<file path="config.mk">
export PLATFORM = sky130hd
export DESIGN_NAME = fma_round_pack
export DESIGN_NICKNAME = d
export VERILOG_FILES = /design/src/rtl/fma_pkg.sv /design/src/rtl/fma_round_decide.sv /design/src/rtl/fma_round_pack.sv
export SDC_FILE = /design/constraint.sdc
export NUM_CORES = 1
export LEC_CHECK = 0
export ABC_AREA = 1
export BUFFER_PORTS_ARGS = -buffer_cell sky130_fd_sc_hd__clkbuf_2
export CORE_MARGIN = 2
export CORE_UTILIZATION = 43
export CTS_BUF_LIST = sky130_fd_sc_hd__clkbuf_2 sky130_fd_sc_hd__clkbuf_4 sky130_fd_sc_hd__clkbuf_8
export CTS_CLUSTER_DIAMETER = 80
export DETAILED_ROUTE_END_ITERATION = 8
export PLACE_DENSITY = 0.78
export SYNTH_ARGS = -nofsm -noshare
export SYNTH_HDL_FRONTEND = slang
export SYNTH_SLANG_ARGS = --single-unit
</file>
<file path="constraint.sdc">
create_clock -name clk -period 3.5 [get_ports clk]
set_input_delay 0.7 -clock clk [delete_from_list [all_inputs] [get_ports clk]]
set_output_delay 0.7 -clock clk [all_outputs]
set_load 0.01 [all_outputs]
</file>
<file path="src/rtl/fma_pkg.sv">
// fma_pkg: shared round-mode, flag and pipeline types for the fma16 back end
package fma_pkg;
  localparam int FMA_NF = 10;
  localparam int FMA_NE = 5;
  typedef enum logic [1:0] {RZ = 2'b00, RNE = 2'b01, RM = 2'b10, RP = 2'b11} round_mode_e;
  localparam int FLAG_NV = 3;
  localparam int FLAG_OF = 2;
  localparam int FLAG_UF = 1;
  localparam int FLAG_NX = 0;
  localparam int EMAX = 2**FMA_NE - 1;
  localparam logic [FMA_NE+FMA_NF-1:0] MAXFINITE = {{(FMA_NE-1){1'b1}}, 1'b0, {FMA_NF{1'b1}}};
  typedef struct packed {
    logic                     sign;
    logic [FMA_NE+1:0]        exp;
    logic [FMA_NF-1:0]        frac;
    logic                     nx;
    logic                     zero;
    logic                     inc;
    round_mode_e              mode;
    logic                     sp_valid;
    logic [FMA_NE+FMA_NF:0]   sp_result;
    logic                     sp_invalid;
  } s1_t;
  function automatic logic [3:0] mk_flags(input logic nv, input logic of, input logic uf, input logic nx);
    mk_flags = '0;
    mk_flags[FLAG_NV] = nv;
    mk_flags[FLAG_OF] = of;
    mk_flags[FLAG_UF] = uf;
    mk_flags[FLAG_NX] = nx;
  endfunction
endpackage

</file>
<file path="src/rtl/fma_round_decide.sv">
// fma_round_decide: round-increment and inexact decision; RM/RP only with FMA_ALL_ROUND_MODES_EN
module fma_round_decide
  import fma_pkg::*;
(
  input  logic        l,
  input  logic        g,
  input  logic        s,
  input  logic        sign,
  input  round_mode_e mode,
  output logic        inc,
  output logic        nx
);
  assign nx = g | s;
`ifdef FMA_ALL_ROUND_MODES_EN
  assign inc = mode == RNE ? g & (l | s) :
               mode == RM  ? sign & (g | s) :
               mode == RP  ? ~sign & (g | s) : 1'b0;
`else
  logic unused_in;
  assign unused_in = mode[1] ^ sign;
  assign inc = mode[0] & g & (l | s);
`endif
endmodule

</file>
<file path="src/rtl/fma_round_pack.sv">
// fma_round_pack: two-stage round/pack of the fma16 sum with flags; modes set by FMA_ALL_ROUND_MODES_EN
module fma_round_pack
  import fma_pkg::*;
#(
  parameter int NF = FMA_NF,
  parameter int NE = FMA_NE
) (
  input  logic             clk,
  input  logic             reset,
  input  logic             in_valid,
  output logic             in_ready,
  input  logic             m_sign,
  input  logic [NE+1:0]    m_exp,
  input  logic [4*NF+5:0]  m_shifted,
  input  logic             a_sticky,
  input  logic             sp_valid,
  input  logic [NE+NF:0]   sp_result,
  input  logic             sp_invalid,
  input  logic [1:0]       roundmode,
  output logic             out_valid,
  input  logic             out_ready,
  output logic [NE+NF:0]   result,
  output logic [3:0]       flags
);
  s1_t s1, s1_n;
  logic s1_valid, s2_valid, adv1, adv2, inc1, nx1, ovf_inf, nx_exc, ovf, unf;
  logic [NF:0] frac_r;
  logic [NE+2:0] exp_r;
  logic [NE+NF:0] res_n;
  logic [3:0] flags_n;
  assign adv2 = ~s2_valid | out_ready;
  assign adv1 = ~s1_valid | adv2;
  assign in_ready = adv1;
  assign out_valid = s2_valid;
  fma_round_decide u_dec (
    .l(m_shifted[2*NF+2]), .g(m_shifted[2*NF+1]), .s(|m_shifted[2*NF:0] | a_sticky),
    .sign(m_sign), .mode(round_mode_e'(roundmode)), .inc(inc1), .nx(nx1)
  );
  assign s1_n = '{sign: m_sign, exp: m_exp, frac: m_shifted[3*NF+1:2*NF+2], nx: nx1,
                  zero: ~|{m_shifted, a_sticky}, inc: inc1, mode: round_mode_e'(roundmode),
                  sp_valid: sp_valid, sp_result: sp_result, sp_invalid: sp_invalid};
  // An all-ones L/G/S rounds away from zero exactly when overflow must saturate to infinity
  fma_round_decide u_ovf (
    .l(1'b1), .g(1'b1), .s(1'b1), .sign(s1.sign), .mode(s1.mode), .inc(ovf_inf), .nx(nx_exc)
  );
  assign frac_r = {1'b0, s1.frac} + {{NF{1'b0}}, s1.inc};
  assign exp_r = {s1.exp[NE+1], s1.exp} + {{(NE+2){1'b0}}, frac_r[NF]};
  assign ovf = ~exp_r[NE+2] & (exp_r[NE+1:0] >= (NE+2)'(EMAX));
  assign unf = s1.exp[NE+1] | ~|s1.exp;
  assign res_n = s1.sp_valid ? s1.sp_result :
                 (s1.zero | unf) ? {s1.sign, {(NE+NF){1'b0}}} :
                 ovf ? (ovf_inf ? {s1.sign, {NE{1'b1}}, {NF{1'b0}}} : {s1.sign, MAXFINITE}) :
                 {s1.sign, exp_r[NE-1:0], frac_r[NF-1:0]};
  assign flags_n = s1.sp_valid ? mk_flags(s1.sp_invalid, 1'b0, 1'b0, 1'b0) :
                   s1.zero ? 4'b0000 :
                   unf ? mk_flags(1'b0, 1'b0, 1'b1, nx_exc) :
                   ovf ? mk_flags(1'b0, 1'b1, 1'b0, nx_exc) :
                   mk_flags(1'b0, 1'b0, 1'b0, s1.nx);
  always_ff @(posedge clk or posedge reset) begin
    if (reset) begin
      s1_valid <= 1'b0;
      s2_valid <= 1'b0;
      s1 <= '0;
      result <= '0;
      flags <= '0;
    end else begin
      if (adv1) begin
        s1_valid <= in_valid;
        if (in_valid) s1 <= s1_n;
      end
      if (adv2) begin
        s2_valid <= s1_valid;
        if (s1_valid) begin
          result <= res_n;
          flags <= flags_n;
        end
      end
    end
  end
endmodule

</file>
After elaboration in Yosys (flattened, before gate mapping)
Index checks and enable logic that the tools add are counted.
{"block": "word_totals", "output_inout_bits": 22, "ff_bits": 62, "word_cells": 45}
{"block": "classes", "n_reduce_logical": 7, "n_bitwise": 13, "add_sub_neg": 2, "mux": 8, "magnitude_cmp": 1}
{"op": "$reduce_or 47->1", "count": 1}
{"op": "$mux 15", "count": 2}
{"op": "$reduce_or 21->1", "count": 1}
{"op": "$mux 16", "count": 1}
{"op": "$add 10x1->11", "count": 1}
{"op": "$mux 11", "count": 1}
{"op": "$mux 3", "count": 3}
{"op": "$add 7x2->8", "count": 1}
{"op": "$ge 7x5->1 const B", "count": 1}
{"op": "$or 1x1->1", "count": 7}
{"op": "$reduce_or 7->1", "count": 1}
{"op": "$mux 4", "count": 1}
{"op": "$reduce_and 2->1", "count": 2}
{"op": "$and 1x1->1", "count": 3}
{"op": "$not 1->1", "count": 3}
{"op": "$logic_not 1->1", "count": 2}

Longest topological paths before layout
{"block": "depth", "depth_word": 8, "mapped_depth": 19, "ltp_nobuf": 18}

Cells and area by module
From an unflattened synthesis, not the netlist that was laid out.
{"block": "unflattened", "hier_cells": 351, "area_unflattened_um2": 3163.0}
{"module": "fma_round_pack", "instances": 1, "seq_area_each_um2": 1576.5, "area_per_inst_um2": 3128.0, "cells_each": 343}
{"module": "fma_round_decide", "instances": 2, "seq_area_each_um2": 0.0, "area_per_inst_um2": 17.5, "cells_each": 4}

Worst setup path after synthesis
No wires, ideal clock.
{"block": "synth_timing", "path_type": "reg-to-reg", "from": "register s1[20] (netlist bit)", "to": "register result[5]", "path_buffers": 1, "slack_ns": 1.069, "path_stages_with_launch": 20, "t_arrival_ns": 2.358, "setup_ns": 0.073, "cell_sequence": "dfrtp_1 > ha_1 > ha_1 > nand2_1 > nor2_1 > nand4_1 > nor2_1 > ha_1 > ha_1 > inv_1 > nand2_1 > nand2_1 > nor2_2 > nand3_2 > nand3_4 > nand2_4 > buf_6 > nand2_2 > nand3_1 > a21oi_2"}
{"block": "synth_between", "elab_chain_cells": 7}
{"item": "start, declared", "line": "fma_round_pack.sv:25", "source": "s1_t s1, s1_n;"}
{"item": "start signal, assigned", "line": "fma_round_pack.sv:69", "source": "if (in_valid) s1 <= s1_n;"}
{"item": "$add 10x1->11 (*)", "line": "fma_round_pack.sv:46", "source": "assign frac_r = {1'b0, s1.frac} + {{NF{1'b0}}, s1.inc};"}
{"item": "$add 7x2->8", "line": "fma_round_pack.sv:47", "source": "assign exp_r = {s1.exp[NE+1], s1.exp} + {{(NE+2){1'b0}}, frac_r[NF]};"}
{"item": "$ge 7x5->1 or $not 1->1 (tied branches)", "line": "fma_round_pack.sv:48", "source": "assign ovf = ~exp_r[NE+2] & (exp_r[NE+1:0] >= (NE+2)'(EMAX));"}
{"item": "$and 1x1->1", "line": "fma_round_pack.sv:48"}
{"item": "$mux 15 (*)", "line": "fma_round_pack.sv:52", "source": "ovf ? (ovf_inf ? {s1.sign, {NE{1'b1}}, {NF{1'b0}}} : {s1.sign, MAXFINITE}) :"}
{"item": "$mux 15 (*)", "line": "fma_round_pack.sv:51", "source": "(s1.zero | unf) ? {s1.sign, {(NE+NF){1'b0}}} :"}
{"item": "$mux 16 (*)", "line": "fma_round_pack.sv:50", "source": "assign res_n = s1.sp_valid ? s1.sp_result :"}
{"item": "end signal, assigned", "line": "fma_round_pack.sv:74", "source": "result <= res_n;"}
{"item": "end, declared", "line": "fma_round_pack.sv:22", "source": "output logic [NE+NF:0] result,"}
Mark *: on every way between the ends. The rest lies on a longest branch, timed or not.
A chain may end at the register's enable or synchronous reset.

Final worst setup path
Ends and elaborated chain as after synthesis.

==> results.txt <==
----------------------------------------------------
[Drt]
  Violation count after the first detailed-route iteration ... 139
  DRC violation count after routing ... 0
  Met3 wire length ... 549 um
  Number of detailed-routing iterations run before antenna repair ... 4
  Remaining antenna violation count after routing ... 0
  Final WL ... 7.42 mm
  Vias ... 2949
  Post-detailed-route wirelength per cell ... 12.4 um
  Sum of met2 wire segment lengths after detailed routing ... 3.58 mm
  Detail-routed via count per cell ... 4.92
  Wire length on met1 ... 3.21 mm
  Highest layer used for signal routing ... met4

[Cells and area]
  Share of layout cells above drive strength 1 ... 28.8%
  Number of antenna diodes ... 0
  Area growth from synthesis to final layout ... 25.5%
  Nets ... 579

[Synthesis]
  Mapped cell area ... 3140 um2
  Synthesized area divided by synthesized cell count ... 7.91 um2
  Top cells by count, synth ... 131 x sky130_fd_sc_hd__nand2_1, 62 x sky130_fd_sc_hd__dfrtp_1, 32 x sky130_fd_sc_hd__inv_1, 32 x sky130_fd_sc_hd__nor2_1, 26 x sky130_fd_sc_hd__nand3_1
  EDFF count, synth ... 0
  Share of the synthesized area in the top cell type ... 49.4%
  Register bit count reported by yosys ... 62
  YS warnings ... 0
  Number of nets produced by synthesis ... 480
  Mapped Cells ... 397
  Share of the yosys chip area belonging to registers ... 49.4%
  Number of different library cells in the post-synthesis netlist ... 29
  Library cell with the largest summed area after synthesis ... sky130_fd_sc_hd__dfrtp_1
  Most common flop cell mapped by yosys ... sky130_fd_sc_hd__dfrtp_1
  Share of async-settable or async-resettable flops after synthesis ... 100%
  Most instantiated library cell after synthesis ... sky130_fd_sc_hd__nand2_1
  Biggest area contributors in the synthesized netlist ... sky130_fd_sc_hd__dfrtp_1 49%, sky130_fd_sc_hd__nand2_1 16%, sky130_fd_sc_hd__nand3_1 4.1%, sky130_fd_sc_hd__inv_1 3.8%, sky130_fd_sc_hd__nor2_1 3.8%

[Clocking]
  H-tree level count ... 3
  CTS tree ... yes
  Cts bufs inserted ... 9
  Clock latency on the worst-skew pair ... 0.33 ns
  Number of hold buffers added after CTS ... 0
  Setup Buffers After CTS ... 0
  Clock Root Buffer ... sky130_fd_sc_hd__clkbuf_8
  Clock sink count ... 62
  CTS clock-pin slew for the worst setup and hold paths ... 0.07 ns
  Cts repair resizes ... 0
  Maximum clock insertion buffer count ... 2

[STA]
  Slew margin rel. ... 48.6%
  Setup repair after global routing missed its margin ... false
  Setup violators final ... 0
  Portion of the clock cycle consumed by the worst path in the final layout ... 81.4%
  Min Clock Period, post-route ... 2.85 ns
  Worst clock skew ... 0.00667 ns
  Minimum setup slack in the final design ... 0.650 ns
  Transition at the pin with the smallest max-transition slack ... 0.771 ns
  Pins over their slew limit ... 0
  Setup TNS after final layout ... 0 ns
  Highest clock frequency the design can meet ... 0.351 GHz
  Count of endpoints failing hold in the final timing report ... 0

[Global route]
  Initial antenna violation count ... 0
  Vias in the first global route ... 2629
  Final global-route overflow total ... 0
  Global-route wire length before repair ... 11.7 mm
  Largest net degree at the start of global routing ... 42
  Total track usage ... 19.0%

[Floorplanning]
  Floorplan Core Area ... 7180 um2
  FP Rows ... 31
  Die Area ... 8010 um2
  Floorplan die height ... 89.5 um
  Die Width ... 89.5 um
  Number of primary I/O pins ... 101
  Effective utilization at floorplan ... 43.8%

[Place]
  GP Congestion ... 0.766
  Worst slack at placement ... 0.678 ns
  Input/output buffers ... 99
  HPWL after detailed placement ... 5.58 mm

[Job]
  Number of max-cap violations ... 0

[Run status]
  Status ... finished, final reports clean

[Power and ir drop]
  Worst ir drop on vdd ... 213 uV
  Switch Pwr ... 728 uW
  Switching Share ... 32.2%
  Internal portion of total power ... 1.53 mW
  Power density relative to cell area ... 574 nW/um2
  Relative contribution of sequential cells to total power ... 43.3%
  Relative contribution of combinational cells to total power ... 25.8%
  Clock Power Share ... 30.9%
  Cell leakage power ... 2.10 nW

[Critical path]
  Worst Setup End Kind ... flip-flop
  Worst Path Class, Setup ... flip-flop to flip-flop
  Worst Path Max Fanout ... 16
  CP Launch Type ... flip-flop
  Arrival time of the worst setup path ... 3.11 ns
  Critical Path RT ... 3.76 ns

[Hold path]
  Worst hold-check path type ... input pin to asynchronous set/reset pin

----------------------------------------------------
==> power groups by stage <==
stage	Clock (mW)	Combinational [mW]	Sequential [mW]
after global placement	0	0.574	0.985
after detailed placement	0	0.587	0.992
after floorplan	0	0.354	1.00
after global routing	0.742	0.661	0.996
final	0.699	0.584	0.979
after CTS	0.712	0.592	0.978
==> metal layers <==
layer	vias up	track usage, %
li1	1479	-
met1	1335	24.3
met2	129	32.4
met3	6	3.32
met4	0	6.78
met5	-	0
==> final cells by class <==
type                       instances  area [um2]
clock buffer                      11         151
multi-input combinational        287        1400
sequential                        62        1550
tap                               99         124
clock inverter                     4        70.1
timing repair buffer             103         526
fill                             666        3230
inverter                          33         124
==> kinds of logic after synthesis <==
| logic type | count (synthesis) | share of synthesized area [%] |
|---|---|---|
| buffers and inverters | 48 | 6.17 |
| XOR/XNOR | 5 | 1.39 |
| AND/OR/NAND/NOR | 224 | 31.7 |
| AO/OA/AOI/OAI | 54 | 9.76 |
| flip-flops | 62 | 49.4 |
| adder cells (fa/ha/maj) | 4 | 1.59 |
==> critical path, cell delays in order, from the launching register on <==
cell and delay, ns:
sky130_fd_sc_hd__dfrtp_1 0.37, sky130_fd_sc_hd__ha_1 0.18, sky130_fd_sc_hd__ha_1 0.21, sky130_fd_sc_hd__nand2_1 0.07, sky130_fd_sc_hd__nor2_1 0.20, sky130_fd_sc_hd__nand4_1 0.14
sky130_fd_sc_hd__nor2_1 0.14, sky130_fd_sc_hd__ha_1 0.22, sky130_fd_sc_hd__ha_1 0.22, sky130_fd_sc_hd__inv_1 0.07, sky130_fd_sc_hd__nand2_1 0.08, sky130_fd_sc_hd__nand2_1 0.08
sky130_fd_sc_hd__nor2_2 0.10, sky130_fd_sc_hd__nand3_2 0.11, sky130_fd_sc_hd__nand3_4 0.10, sky130_fd_sc_hd__nand2_4 0.14, sky130_fd_sc_hd__nand2_2 0.09, sky130_fd_sc_hd__nand3_1 0.11
sky130_fd_sc_hd__a21oi_2 0.14
==> flip-flops by register name, indices dropped and copies added (netlist names) <==
| signal | cells |
|---|---|
| flags | 4 |
| s1_valid | 1 |
| out_valid | 1 |
| result | 16 |
| s1 | 40 |
==> through the flow <==
step | instances | util, % | power (mW) | area, um2 | hold WS, ns
after floorplan | 397 | - | 1.36 | 3140 | 0.449
after global placement | 584 | 51.9 | 1.56 | 3720 | 0.462
after detailed placement | 584 | 51.9 | 1.58 | 3720 | 0.466
after CTS | 599 | 54.9 | 2.28 | 3940 | 0.462
after global routing | 599 | 54.9 | 2.40 | 3940 | 0.495
final | 599 | 54.9 | 2.26 | 3940 | 0.442
==> cell usage in the layout, fill, tap and decap left out <==
cell	n
sky130_fd_sc_hd__nand3_4	1
sky130_fd_sc_hd__inv_2	2
sky130_fd_sc_hd__inv_1	31
sky130_fd_sc_hd__a21oi_2	8
sky130_fd_sc_hd__clkbuf_2	99
sky130_fd_sc_hd__nand3_2	3
sky130_fd_sc_hd__a31oi_1	1
sky130_fd_sc_hd__nor3_4	1
sky130_fd_sc_hd__xnor2_1	2
sky130_fd_sc_hd__nand4_1	7
sky130_fd_sc_hd__ha_1	4
sky130_fd_sc_hd__nor2_2	1
sky130_fd_sc_hd__clkinv_2	2
sky130_fd_sc_hd__o21ai_0	18
sky130_fd_sc_hd__nor4_1	8
sky130_fd_sc_hd__nand3_1	26
sky130_fd_sc_hd__nand2_2	9
sky130_fd_sc_hd__buf_4	4
sky130_fd_sc_hd__nor3b_1	1
sky130_fd_sc_hd__nor3_1	3
sky130_fd_sc_hd__a21oi_1	23
sky130_fd_sc_hd__dfrtp_1	62
sky130_fd_sc_hd__nand2_4	1
sky130_fd_sc_hd__bufinv_16	2
sky130_fd_sc_hd__clkbuf_8	11
sky130_fd_sc_hd__nand2_1	131
sky130_fd_sc_hd__a21o_1	2
sky130_fd_sc_hd__o21ai_1	2
sky130_fd_sc_hd__xor2_1	3
sky130_fd_sc_hd__nor2_1	32
==> final timing paths <==
path,startpoint,endpoint,slack (ns),depth (start not counted)
setup / recovery,s1[20],result[5],0.65,18
hold / removal,reset,result[0],0.44,2
setup reg to reg,s1[20],result[5],0.65,18
hold reg to reg,flags[2],flags[2],0.48,2
max in group asynchronous,reset,result[10],2.22,3
min in group clk,flags[2],flags[2],0.48,2
Note: power is estimated with default switching activity, not from simulation.
